===== src/rtl/sipo_deserializer_pkg.sv =====
// Shared types and helpers for the serial-in/parallel-out deserializer.
package sipo_deserializer_pkg;

  // Frame assembly state: IDLE holds no partial word, COLLECT holds 1..WIDTH-1 bits.
  typedef enum logic {
    IDLE    = 1'b0,
    COLLECT = 1'b1
  } state_t;

  // Matches the downstream 4-bit PIPO register.
  localparam int DEFAULT_WIDTH = 4;

  // Width of the bit counter. It never reaches WIDTH because a full word wraps to 0.
  // The result is never below 1, so the counter port is never zero width.
  function automatic int cnt_w(input int width);
    return (width > 2) ? $clog2(width) : 1;
  endfunction

endpackage


===== src/rtl/sipo_hold_reg.sv =====
// Output holding register with a valid/ready handshake.
// If a consume and a load land on the same edge, the new word replaces the old one.
// A load while an unconsumed word is held is dropped and reported on drop.
module sipo_hold_reg
  import sipo_deserializer_pkg::*;
#(
  parameter int WIDTH = DEFAULT_WIDTH
) (
  input  logic             clk,
  input  logic             rst_n,
  input  logic             load,
  input  logic [WIDTH-1:0] din,
  input  logic             ready,
  output logic [WIDTH-1:0] dout,
  output logic             valid,
  output logic             drop
);

  logic [WIDTH-1:0] data_q, data_d;
  logic             valid_q, valid_d;
  logic             consume;

  // Decide the next word and valid flag from load and consume.
  always_comb begin
    data_d  = data_q;
    valid_d = valid_q;
    consume = valid_q & ready;
    drop    = 1'b0;
    if (load && (!valid_q || consume)) begin
      data_d  = din;
      valid_d = 1'b1;
    end else if (load) begin
      drop    = 1'b1;
    end else if (consume) begin
      valid_d = 1'b0;
    end
  end

  // Holding register state. data is kept after consume, so the downstream sees a stable bus.
  always_ff @(posedge clk or negedge rst_n) begin
    if (!rst_n) begin
      data_q  <= '0;
      valid_q <= 1'b0;
    end else begin
      data_q  <= data_d;
      valid_q <= valid_d;
    end
  end

  assign dout  = data_q;
  assign valid = valid_q;

endmodule


===== src/rtl/sipo_deserializer.sv =====
// Serial-in/parallel-out deserializer. It assembles WIDTH-bit words from a gated serial
// stream and hands them to a holding register. Progress, busy and a sticky overrun flag
// are reported. Every output comes from a flop.
module sipo_deserializer
  import sipo_deserializer_pkg::*;
#(
  parameter int  WIDTH     = DEFAULT_WIDTH,
  parameter bit  MSB_FIRST = 1'b1,
  localparam int CW        = cnt_w(WIDTH)
) (
  input  logic             clk,
  input  logic             reset,
  input  logic             sin,
  input  logic             sin_valid,
  input  logic             sync,
  output logic [WIDTH-1:0] par_out,
  output logic             par_valid,
  input  logic             par_ready,
  output logic [CW-1:0]    bit_cnt,
  output logic             busy,
  output logic             overrun
);

  localparam logic [CW-1:0] LAST = CW'(WIDTH - 1);

  state_t           state_q, state_d, state_eff;
  logic [WIDTH-1:0] shreg_q, shreg_d, shreg_eff, shifted;
  logic [CW-1:0]    cnt_q, cnt_d, cnt_eff;
  logic             ovr_q, ovr_d;
  logic             done, drop;

  // Shift and count. Sync first rewinds to an empty frame, so a bit arriving with sync
  // becomes bit 1 of the new frame.
  always_comb begin
    state_eff = sync ? IDLE : state_q;
    shreg_eff = sync ? '0   : shreg_q;
    cnt_eff   = sync ? '0   : cnt_q;
    if (MSB_FIRST) shifted = {shreg_eff[WIDTH-2:0], sin};
    else           shifted = {sin, shreg_eff[WIDTH-1:1]};

    state_d = state_eff;
    shreg_d = shreg_eff;
    cnt_d   = cnt_eff;
    done    = 1'b0;
    if (sin_valid) begin
      unique case (state_eff)
        IDLE: begin
          state_d = COLLECT;
          shreg_d = shifted;
          cnt_d   = CW'(1);
        end
        COLLECT: begin
          if (cnt_eff == LAST) begin
            done    = 1'b1;
            state_d = IDLE;
            shreg_d = '0;
            cnt_d   = '0;
          end else begin
            shreg_d = shifted;
            cnt_d   = cnt_eff + CW'(1);
          end
        end
        default: begin
          state_d = IDLE;
          shreg_d = '0;
          cnt_d   = '0;
        end
      endcase
    end
  end

  // The overrun flag is sticky. Only sync or reset clears it.
  always_comb begin
    ovr_d = sync ? 1'b0 : (ovr_q | drop);
  end

  // Registers for the frame state, the shift register, the counter and the overrun flag.
  always_ff @(posedge clk or negedge reset) begin
    if (!reset) begin
      state_q <= IDLE;
      shreg_q <= '0;
      cnt_q   <= '0;
      ovr_q   <= 1'b0;
    end else begin
      state_q <= state_d;
      shreg_q <= shreg_d;
      cnt_q   <= cnt_d;
      ovr_q   <= ovr_d;
    end
  end

  // The completed word is the bit accepted on this edge merged with the bits already held.
  sipo_hold_reg #(.WIDTH(WIDTH)) u_hold (
    .clk   (clk),
    .rst_n (reset),
    .load  (done),
    .din   (shifted),
    .ready (par_ready),
    .dout  (par_out),
    .valid (par_valid),
    .drop  (drop)
  );

  assign bit_cnt = cnt_q;
  assign busy    = (state_q == COLLECT);
  assign overrun = ovr_q;

endmodule


===== config.mk =====
export PLATFORM = sky130hd
export DESIGN_NAME = sipo_deserializer
export DESIGN_NICKNAME = d
export VERILOG_FILES = /design/src/rtl/sipo_deserializer_pkg.sv /design/src/rtl/sipo_hold_reg.sv /design/src/rtl/sipo_deserializer.sv
export SDC_FILE = /design/constraint.sdc
export NUM_CORES = 1
export LEC_CHECK = 0
export ABC_AREA = 1
export CAP_MARGIN = 20
export CELL_PAD_IN_SITES_DETAIL_PLACEMENT = 0
export CELL_PAD_IN_SITES_GLOBAL_PLACEMENT = 1
export CORE_UTILIZATION = 29
export DETAILED_ROUTE_END_ITERATION = 8
export PLACE_DENSITY = 0.67
export SYNTH_ARGS = -nofsm -noshare
export SYNTH_HDL_FRONTEND = slang
export SYNTH_SLANG_ARGS = --single-unit
export TNS_END_PERCENT = 1

===== constraint.sdc =====
create_clock -name clk -period 1.2 [get_ports clk]
set_input_delay 0.24 -clock clk [delete_from_list [all_inputs] [get_ports clk]]
set_output_delay 0.24 -clock clk [all_outputs]
set_load 0.02 [all_outputs]

Word level (Yosys, flattened, before mapping). Cells that the tools add are included.

Reduce and logical (&&, ||, !) cells: 5. $add $sub $neg: 1. Mux-type cells: 21. Bitwise operators: 3. Eq/ne operators: 2.

Operator list (count): $mux 1 (12); $mux 3 (3); $mux 2 (3); $pmux 3 s2 (1); $pmux 2 s2 (1); $add 2x1->2 const B (1); $eq 2x2->1 const B (1); $ne 2x2->1 const B (1); $pmux 1 s2 (1); $reduce_and 2->1 (1); $reduce_bool 2->1 (1); $and 1x1->1 (1); $logic_and 1x1->1 (1); $logic_not 1->1 (1); $logic_or 1x1->1 (1); $not 1->1 (1); $or 1x1->1 (1).

Output and inout bits: 9. Word-level logic and storage cells: 38. Register bits after elaboration: 12.

Logic depth before layout (Yosys ltp).
Depth in word-level cells: 9. Gate-level depth with buffers: 7.

Hierarchy. Synthesis repeated with hierarchy kept, for this count alone.

Cell total of the unflattened synthesis: 69. Area, all modules: 559.3 um^2.

By module, submodules not included: sipo_deserializer (seq. area each 175.2 um^2, area each 356.6 um^2, cells an instance 46, times used 1); sipo_hold_reg (seq. area each 125.1 um^2, area each 202.7 um^2, cells an instance 23, times used 1).

Least setup slack after synthesis. OpenSTA, ideal clock, no wires.

Kind: register -> register. Start: register cnt_q[0], in the netlist bit_cnt[0]. End: register u_hold.data_q[0], in the netlist u_hold.dout[0]. Path buffers: 0. Library setup time: 0.123 ns. Arrival: 1.203 ns. Cell stages (with the launch flop): 7. Slack: -0.126 ns. Cell sequence: dfrtp_1 > inv_1 > nor2_1 > ha_1 > nand4_4 > o21ai_0 > nand2_1.

Longest elaborated chain between the ends: 6.

RTL lines: start: declaration (line sipo_deserializer.sv:28) `logic [CW-1:0] cnt_q, cnt_d, cnt_eff;`; start signal: assignment (line sipo_deserializer.sv:87) `cnt_q <= cnt_d;`; $mux 2 (line sipo_deserializer.sv:37) `cnt_eff = sync ? '0 : cnt_q;`; $eq 2x2->1 (line sipo_deserializer.sv:53) `if (cnt_eff == LAST) begin`; $mux 1 (line sipo_deserializer.sv:53); $mux 1 (line sipo_deserializer.sv:46) `unique case (state_eff)`; $mux 1 (line sipo_deserializer.sv:45) `if (sin_valid) begin`; $logic_and 1x1->1 (line sipo_hold_reg.sv:29) `if (load && (!valid_q || consume)) begin`; end signal: assignment (line sipo_hold_reg.sv:45) `data_q <= data_d;`; end: declaration (line sipo_hold_reg.sv:19) `logic [WIDTH-1:0] data_q, data_d;`.

Every way passes these cells. A chain may end at the register's enable or synchronous reset.

Worst setup path in the final report. Same ends and word-level chain as after synthesis.

==> impl_metrics.env <==
export IMPL_finalHoldViolCount=0
export IMPL_switching_share=0.250
export IMPL_regArea_um2=303
export IMPL_drt_iter0_drc=6
export IMPL_r2r_start="bit_cnt[0]"
export IMPL_synthAdderAreaFrac=0.0229
export IMPL_cap_violations=0
export IMPL_cts_made_buffers=3
export IMPL_ys_flop_type="dfrtp_1"
export IMPL_port_buffers=14
export IMPL_relSlewSlack=0.849
export IMPL_cts_tree="built"
export IMPL_wl_per_cell_um=9.61
export IMPL_worstSetupPathType="reg -> reg"
export IMPL_nets=91
export IMPL_place_gp_congestion=0.693
export IMPL_synth_xor_area_frac=0
export IMPL_grt_use_met3=0.0278
export IMPL_status="complete, no violations"
export IMPL_r2r_slack_ps=20
export IMPL_crit_path_cell_trace="inv_2 > nor2_4 > ha_4 > nand4_4 > o21ai_1 > nand2_1"
export IMPL_ir_drop_mv=0.526
export IMPL_synth_simple_gate_area_share=0.248
export IMPL_startpoint_type="flip-flop"
export IMPL_drc=0
export IMPL_area_growth_synth_to_final_pct=39.7
export IMPL_num_antenna_cells=0
export IMPL_htreeDepth=1
export IMPL_grt_util_met1=0.170
export IMPL_fmax_ghz=0.845
export IMPL_syn_num_nets=68
export IMPL_clock_power_share=0.326
export IMPL_die_width_um=45.4
export IMPL_end_kind="flip-flop"
export IMPL_overflow=0
export IMPL_post_cts_buffers=0
export IMPL_period_minus_slack_ps=1180
export IMPL_busiest_layer="met2"
export IMPL_synth_edf_count=0
export IMPL_grt_pass1_wl_mm=1.79
export IMPL_ys_ff_latch=12
export IMPL_antenna_found_initial=0
export IMPL_ys_warnings_count=0
export IMPL_cp_max_fo=7
export IMPL_tns_ps=0
export IMPL_synth_area_um2=546
export IMPL_grtUsageTotal=0.125
export IMPL_cts_path_max_buffers=2
export IMPL_core_area_mm2=0.00175
export IMPL_die_height_um=45.4
export IMPL_synth_mux_area_frac=0
export IMPL_dieArea_mm2=0.00206
export IMPL_power_w=0.000790
export IMPL_period_share=0.987
export IMPL_slew_viol_final=0
export IMPL_p_sw_w=0.000198
export IMPL_worst_slew_pin_slew_ps=227
export IMPL_power_frac_seq=0.538
export IMPL_leakagePower_nw=0.395
export IMPL_initial_core_util=0.313
export IMPL_yosysUniqueCellTypes=13
export IMPL_combPwrFrac=0.136
export IMPL_vias=452
export IMPL_synth_compound_area_frac=0.0963
export IMPL_worstPathArrival_ps=1330
export IMPL_place_ws_ps=-406
export IMPL_fin_ws_ps=16.0
export IMPL_clock_latency_ps=270
export IMPL_powerDensity_mw_per_mm2=1040
export IMPL_rsz0062_at_grt="yes"
export IMPL_setup_violations_final=0
export IMPL_hold_class="in -> async"
export IMPL_skew_ps=12.5
export IMPL_slowest_delay_ps=370
export IMPL_via_per_inst=4.19
export IMPL_syn_mean_instance_area_um2=8.94
export IMPL_cts_sinks=12
export IMPL_holdBufCountCts=0
export IMPL_drtPass1Iterations=4
export IMPL_grt_pass1_vias=410
export IMPL_intPower_w=0.000592
export IMPL_cp_slowest_cell="dfrtp_2"
export IMPL_synth_top_family_by_area="simple AND/OR/NAND/NOR gates"
export IMPL_ioPinCount=15
export IMPL_use_met2=0.174
export IMPL_dp_hpwl_um=791
export IMPL_post_route_util=0.437
export IMPL_grt_max_degree=13
export IMPL_root_buffer="clkbuf_4"
export IMPL_path_clk_slew_ps=80
export IMPL_antenna_left=0
export IMPL_routed_wl_mm=1.04
export IMPL_required_ps=1350
export IMPL_whs_ps=256
export IMPL_drive_gt1_frac=0.349
export IMPL_ys_seq_area_frac=0.550
export IMPL_rows=15
export IMPL_fill_cells=181
export IMPL_syn_inst=61
export IMPL_synth_async_reset_ratio=1.00
export IMPL_worstSetupStartpoint="bit_cnt[0]"
export IMPL_multi_input_area_um2=230
[cell usage after synthesis (2+ instances only)]
master / count / share of area
inv_1: 7 / 0.048
dfrtp_1: 12 / 0.55
nand2_1: 18 / 0.12
nand3_1: 2 / 0.018
inv_2: 2 / 0.014
nor2_1: 5 / 0.034
o21ai_0: 8 / 0.073
o22ai_1: 2 / 0.023
[power by group through the flow]
| stage | logic (W) | clock network (W) | registers (W) |
|---|---|---|---|
| after global placement | 0.000116 | 0 | 0.000433 |
| after detailed placement | 0.000115 | 0 | 0.000433 |
| after global routing | 0.000122 | 0.000285 | 0.000426 |
| after CTS | 0.000113 | 0.000275 | 0.000425 |
| after floorplan | 0.0000400 | 0 | 0.000447 |
| final | 0.000107 | 0.000257 | 0.000425 |
[layout make-up]
type                       instances  share of cell area
sequential                        12               0.397
multi-input combinational         39               0.302
timing repair buffer              19               0.181
inverter                           9              0.0443
tap                               25              0.0411
clock buffer                       4              0.0345
[worst max-delay path, delay by kind of cell (launching register included)]
family | cells | cell delay [ps]
compound gates | 1 | 160
fa+ha+maj | 1 | 160
buf+inv | 1 | 40
simple gates | 3 | 330
flops | 1 | 370
[worst paths after layout]
path                                  end  depth (start not counted)
hold / removal                 shreg_q[0]                          2
setup reg to reg           u_hold.dout[0]                          6
setup / recovery           u_hold.dout[0]                          6
hold reg to reg            u_hold.dout[3]                          2
max in group asynchronous      shreg_q[1]                          2
min in group clk           u_hold.dout[3]                          2
[metal layers]
| layer | vias to the layer above | wire length, um |
|---|---|---|
| met2 | 8 | 458 |
| met3 | 2 | 45 |
| met4 | 0 | 12 |
| met1 | 204 | 522 |
| li1 | 238 | - |
| met5 | - | 0 |
[state kept, by name, indices dropped and copies added, names as in the netlist]
signal / cells
bit_cnt: 2
busy: 1
overrun: 1
shreg_q: 3
u_hold.dout: 4
u_hold.valid: 1
[cells by family (layout without fill, tap and decap cells)]
| logic type | count (synthesis) | count (layout) |
|---|---|---|
| AOI/OAI and AO/OA | 10 | 10 |
| adders and majority gates | 1 | 1 |
| buffers and inverters | 10 | 32 |
| DFF | 12 | 12 |
| and+or+nand+nor | 28 | 28 |
[through the flow]
stage | std cells | area (um^2)
final | 108 | 762
after global routing | 108 | 762
after CTS | 108 | 800
after detailed placement | 104 | 768
after global placement | 104 | 768
after floorplan | 61 | 571
[cell usage in the layout (no fill, tap or decap), types with 2 or more instances in the layout]
cell / instances
nand2_1: 17
dfrtp_1: 10
clkbuf_2: 8
inv_1: 6
buf_4: 5
o21ai_0: 4
o21ai_1: 4
clkdlybuf4s50_1: 4
inv_2: 3
nor2_4: 3
nor2_1: 3
clkbuf_4: 3
nand3_1: 2
o22ai_1: 2
dfrtp_2: 2
[timing repair]
item	4_1_cts	5_1_grt
pin swaps	0	1
setup endpoints to repair	18	16
gates resized for setup	21	9
(Power assumes the default switching activity.)
